**src/rtl/rv32i_operand_fetch.sv**
```systemverilog
// RV32I operand fetch: reads rs1/rs2 through the single synchronous register-file
// read port, forces x0 to zero and forwards in-flight writebacks.
module rv32i_operand_fetch #(
  parameter int DATA_WIDTH     = 32,
  parameter int GPR_ADDR_WIDTH = 9,
  parameter int REG_ENABLE     = 0
) (
  input  logic                      clock,
  input  logic                      reset_n,
  input  logic                      req_valid,
  output logic                      req_ready,
  input  logic [4:0]                req_rs1,
  input  logic [4:0]                req_rs2,
  output logic                      rsp_valid,
  input  logic                      rsp_ready,
  output logic [DATA_WIDTH-1:0]     rsp_rs1_data,
  output logic [DATA_WIDTH-1:0]     rsp_rs2_data,
  input  logic                      wb_valid,
  input  logic [4:0]                wb_rd,
  input  logic [DATA_WIDTH-1:0]     wb_data,
  output logic [GPR_ADDR_WIDTH-1:0] gpr_rdaddress,
  output logic                      gpr_rden,
  input  logic [DATA_WIDTH-1:0]     gpr_q,
  output logic [GPR_ADDR_WIDTH-1:0] gpr_wraddress,
  output logic                      gpr_wren,
  output logic [DATA_WIDTH-1:0]     gpr_data
);

  localparam int         L    = 1 + REG_ENABLE;
  localparam logic [2:0] CAP1 = 3'(1 + L);

  typedef enum logic [2:0] {S_IDLE, S_ISSUE1, S_ISSUE2, S_WAIT, S_RESP} state_t;

  state_t                state_q, state_d;
  logic [4:0]            rs1_q, rs1_d, rs2_q, rs2_d;
  logic [1:0]            cnt_q, cnt_d;
  logic [2:0]            cyc_q, cyc_d;
  logic                  fwd1_q, fwd1_d, fwd2_q, fwd2_d;
  logic [DATA_WIDTH-1:0] fv1_q, fv1_d, fv2_q, fv2_d;
  logic [DATA_WIDTH-1:0] rs1_data_q, rs1_data_d, rs2_data_q, rs2_data_d;

  logic [4:0] idx1, idx2;
  logic       hit1, hit2;

  assign gpr_wren      = wb_valid && (wb_rd != 5'd0);
  assign gpr_wraddress = {{(GPR_ADDR_WIDTH-5){1'b0}}, wb_rd};
  assign gpr_data      = wb_data;

  assign rsp_rs1_data = rs1_data_q;
  assign rsp_rs2_data = rs2_data_q;

  // In IDLE the accept-cycle writeback is compared against the incoming indices.
  assign idx1 = (state_q == S_IDLE) ? req_rs1 : rs1_q;
  assign idx2 = (state_q == S_IDLE) ? req_rs2 : rs2_q;
  assign hit1 = wb_valid && (wb_rd != 5'd0) && (wb_rd == idx1);
  assign hit2 = wb_valid && (wb_rd != 5'd0) && (wb_rd == idx2);

  always_comb begin
    state_d       = state_q;
    rs1_d         = rs1_q;
    rs2_d         = rs2_q;
    cnt_d         = cnt_q;
    cyc_d         = cyc_q;
    req_ready     = 1'b0;
    rsp_valid     = 1'b0;
    gpr_rden      = 1'b0;
    gpr_rdaddress = '0;
    case (state_q)
      S_IDLE: begin
        req_ready = 1'b1;
        if (req_valid) begin
          rs1_d   = req_rs1;
          rs2_d   = req_rs2;
          cyc_d   = 3'd1;
          state_d = S_ISSUE1;
        end
      end
      S_ISSUE1: begin
        gpr_rden      = 1'b1;
        gpr_rdaddress = {{(GPR_ADDR_WIDTH-5){1'b0}}, rs1_q};
        cyc_d         = cyc_q + 3'd1;
        state_d       = S_ISSUE2;
      end
      S_ISSUE2: begin
        gpr_rden      = 1'b1;
        gpr_rdaddress = {{(GPR_ADDR_WIDTH-5){1'b0}}, rs2_q};
        cnt_d         = 2'(L - 1);
        cyc_d         = cyc_q + 3'd1;
        state_d       = S_WAIT;
      end
      S_WAIT: begin
        cnt_d = cnt_q - 2'd1;
        cyc_d = cyc_q + 3'd1;
        if (cnt_q == 2'd0) state_d = S_RESP;
      end
      S_RESP: begin
        rsp_valid = 1'b1;
        if (rsp_ready) state_d = S_IDLE;
      end
      default: state_d = S_IDLE;
    endcase
  end

  always_comb begin
    fwd1_d = fwd1_q;
    fv1_d  = fv1_q;
    fwd2_d = fwd2_q;
    fv2_d  = fv2_q;
    if (state_q == S_IDLE) begin
      if (req_valid) begin
        fwd1_d = hit1;
        fv1_d  = wb_data;
        fwd2_d = hit2;
        fv2_d  = wb_data;
      end
    end else begin
      if (hit1) begin
        fwd1_d = 1'b1;
        fv1_d  = wb_data;
      end
      if (hit2) begin
        fwd2_d = 1'b1;
        fv2_d  = wb_data;
      end
    end
  end

  // A writeback landing in the capture cycle beats both the stored forward and the RAM.
  always_comb begin
    rs1_data_d = rs1_data_q;
    rs2_data_d = rs2_data_q;
    if (state_q != S_IDLE && state_q != S_RESP && cyc_q == CAP1) begin
      if (rs1_q == 5'd0)  rs1_data_d = '0;
      else if (hit1)      rs1_data_d = wb_data;
      else if (fwd1_q)    rs1_data_d = fv1_q;
      else                rs1_data_d = gpr_q;
    end
    if (state_q == S_WAIT && cnt_q == 2'd0) begin
      if (rs2_q == 5'd0)  rs2_data_d = '0;
      else if (hit2)      rs2_data_d = wb_data;
      else if (fwd2_q)    rs2_data_d = fv2_q;
      else                rs2_data_d = gpr_q;
    end
  end

  always_ff @(posedge clock or negedge reset_n) begin
    if (!reset_n) begin
      state_q    <= S_IDLE;
      rs1_q      <= '0;
      rs2_q      <= '0;
      cnt_q      <= '0;
      cyc_q      <= '0;
      fwd1_q     <= 1'b0;
      fwd2_q     <= 1'b0;
      fv1_q      <= '0;
      fv2_q      <= '0;
      rs1_data_q <= '0;
      rs2_data_q <= '0;
    end else begin
      state_q    <= state_d;
      rs1_q      <= rs1_d;
      rs2_q      <= rs2_d;
      cnt_q      <= cnt_d;
      cyc_q      <= cyc_d;
      fwd1_q     <= fwd1_d;
      fwd2_q     <= fwd2_d;
      fv1_q      <= fv1_d;
      fv2_q      <= fv2_d;
      rs1_data_q <= rs1_data_d;
      rs2_data_q <= rs2_data_d;
    end
  end

endmodule

```
**config.mk**
```make
export PLATFORM = sky130hd
export DESIGN_NAME = rv32i_operand_fetch
export DESIGN_NICKNAME = d
export VERILOG_FILES = /design/src/rtl/rv32i_operand_fetch.sv
export SDC_FILE = /design/constraint.sdc
export NUM_CORES = 1
export LEC_CHECK = 0
export BUFFER_PORTS_ARGS = -buffer_cell sky130_fd_sc_hd__buf_4
export CORE_MARGIN = 10
export CORE_UTILIZATION = 36
export CTS_BUF_LIST = sky130_fd_sc_hd__clkbuf_8
export CTS_CLUSTER_DIAMETER = 40
export DETAILED_ROUTE_END_ITERATION = 10
export RECOVER_POWER = 25
export REMOVE_ABC_BUFFERS = 1
export SETUP_SLACK_MARGIN = 0.15
export SLEW_MARGIN = 20
export SYNTH_ARGS = -nofsm -noshare
export SYNTH_HDL_FRONTEND = slang
export SYNTH_SLANG_ARGS = --single-unit
```
**constraint.sdc**
```tcl
create_clock -name clock -period 8.1 [get_ports clock]
set_clock_uncertainty 0.1 [all_clocks]
set_input_delay 0.405 -clock clock [delete_from_list [all_inputs] [get_ports clock]]
set_output_delay 0.405 -clock clock [all_outputs]
set_load 0.005 [all_outputs]
```
==> impl_results.md <==
* Row cnt at 53
* Post-synth EDFFs at 0
* Clk Tree Root Cell: clkbuf_8
* Slew @ Worst Pin at between 4 and 5 ns
* First-pass GRT wire length at around 35000 um
* WP data arrival at 4.96 ns
* CTS tree: yes
* Setup violations, final at 0
* Mapped Cells at 700
* IO Port Bufs at ~190
* Async S/R FF share, synth at between 90% and 100%
* Ports at 202
* Grt total ovfl at 0
* Hpwl dp at 14870 um
* DR iter-0 viols at 268
* Die Width at around 170 um
* CTS buffer count at 17
* Area of the die at 27410 um2
* Chip Height at around 170 um
* Clock Latency Late Sink at between 0.4 and 0.5 ns
* Synth Register Bits at 148
* Outcome: finished with violations
* Slew Limit Fails at 74
* Syn-to-layout area delta at 23.17%
* Top cell type's share of synthesized area at approximately 49%
* Diode count at 0
* Vias per cell at about 5.2
* CTS sink cnt at around 150
* Core area at between 20000 and 25000 um2
* Wire per inst at 20.14 um
* Vias at 5886
* Data required time of the worst path at approximately 8.4 ns
* Highest-count cells in the layout ignoring fill and taps: buf_4, dfrtp_1, mux2i_1
* Cell taking the most area after synthesis: dfrtp_1
* CP Capture Type: asynchronous set/reset pin
* Most common cell after layout, fill and taps aside: buf_4
* Fin nets at 923
* Worst Hold Class: in2reg
* Fmax at about 0.22 GHz
* Drt total wl at 22640 um
* Peak supply drop at 0.1670 mV
* Largest net degree at the start of global routing at between 70 and 80
* Failing checks: max-capacitance violations, max-slew violations
* Setup_tns at 0 ns
* CTS Hold Bufs at 2
* Synthesized area at 7626 um2
* GPL Wtd Cong at 0.8409
* Lkg Pwr at between 4 and 5 nW
* Vias in the first global route at 6222
* Critical path startpoint category: primary input
* Starting Density at between 30% and 40%
* RSZ-0062 raised after global routing: false
* CP max FO at 76
* Syn_area_per_cell at about 11 um2
* Share of layout cells above drive strength 1 at 30.74%
* Unique masters post-synth at 48
* # resized after CTS at 0
* H-tree levels at 4
* Post-CTS Setup Inserts at 0
* Pre-antenna DRT Iters at 5
* CP Class: in2async
* Antenna violations before repair at 0
* Routed Antenna Nets at 0
* Dominant cells by area after synthesis: dfrtp_1, mux2i_1, mux2_1, mux2_2, buf_4
* Clk buf depth at 2
* PD cells at between 300 and 400 nW/um2
* Final hold vios at 0
* Power Total at roughly 3.5 mW
* Ys flop type: dfrtp_1
* DRC Markers at 0
* Post-layout min period at 4.625 ns
* Period Utilization, post-route at 57.10%
* Synthesis Warnings at 0
* All-Layer GR Usage at around 16%
* Sequential share of the synthesized area at about half
* Clock slew seen by the registers of the worst setup and hold paths at 0.08 ns
* Rel. slew slack at -173.0%
* Max_cap viols at 1
-- Yosys cell counts (all sizes together) (4+ instances only) --
cell    count
dfrtp     148
mux2i      67
nand2      66
buf        65
mux2       64
inv        46
o21ai      42
nand3      33
o221ai     33
a32o       32
clkbuf     28
nor2       12
a21oi       7
xor2        7
nand2b      6
a22oi       5
nor2b       4
-- registers in the layout (all words and copies together), names as in the netlist, 2 cells and up --
register      flops
state_q           3
rsp_rs1_data     32
rs2_q             5
cyc_q             3
fv2_q            32
cnt_q             2
rs1_q             5
rsp_rs2_data     32
fv1_q            32
-- worst max-delay path: stages --
cell,delay (ns)
dlygate4sd3_1,0.53
clkbuf_1,2.85
buf_4,1.10
-- power by group --
group	switching (mW)	total, mW	internal, mW
Sequential	0.286	1.39	1.11
Clock	0.291	0.652	0.361
Combinational	0.694	1.44	0.742
-- through the flow --
| stage | hold slack [ns] | setup WS (ns) | area, um2 | std cells | util [%] |
|---|---|---|---|---|---|
| 2_1_floorplan | 0.009409 | 4.796 | 7092 | 614 | - |
| 3_5_place_dp | 0.3754 | 4.387 | 8967 | 1089 | 42.79 |
| 4_1_cts | 0.01145 | 4.353 | 9437 | 1123 | 45.03 |
| 5_1_grt | 0.04393 | 2.591 | 9393 | 1124 | 44.82 |
| 3_3_place_gp | 0.3706 | 4.456 | 8967 | 1089 | 42.79 |
| 6_report | 0.05495 | 3.475 | 9393 | 1124 | 44.82 |
-- cell type report --
| class | count | area, um2 |
|---|---|---|
| repair buffers | 203 | 1481 |
| flip-flops and latches | 148 | 3706 |
| clock buffers | 20 | 275.3 |
| fillers | 2045 | 11560 |
| multi-input cells | 420 | 3237 |
| inverters | 46 | 175.2 |
| clock inverters | 12 | 173.9 |
| well taps | 275 | 344.1 |
-- routing by layer --
layer	global-route usage (%)	routed length [um]	vias to the layer above
li1	-	-	2735
met1	21.68	10400	2925
met2	26.04	10480	209
met3	4.685	1582	17
met4	3.791	176	0
met5	0	0	-
-- worst paths after layout --
check,start,to,slack [ns],cells after the start
max in group clock,state_q[2],fv2_q[2],4.34,8
min in group asynchronous,reset_n,state_q[1],1.84,2
worst max register to register,state_q[2],fv2_q[2],4.34,8
worst min-delay path,req_rs1[3],rs1_q[3],0.05,3
worst max-delay path,reset_n,rsp_rs2_data[2],3.48,3
worst min register to register,rsp_rs1_data[24],rsp_rs1_data[24],0.39,2
-- cells by family after synthesis --
logic type / Yosys count / synth area share [%]
muxes: 131 / 18.24
buffers and inverters: 139 / 9.647
adders and majority gates: 3 / 0.4923
other: 1 / 0.04917
and+or+nand+nor: 134 / 8.007
AOI/OAI and AO/OA: 136 / 14.08
xor gates and xnor gates: 8 / 0.9188
DFF: 148 / 48.56
(Power assumes the default switching activity.)
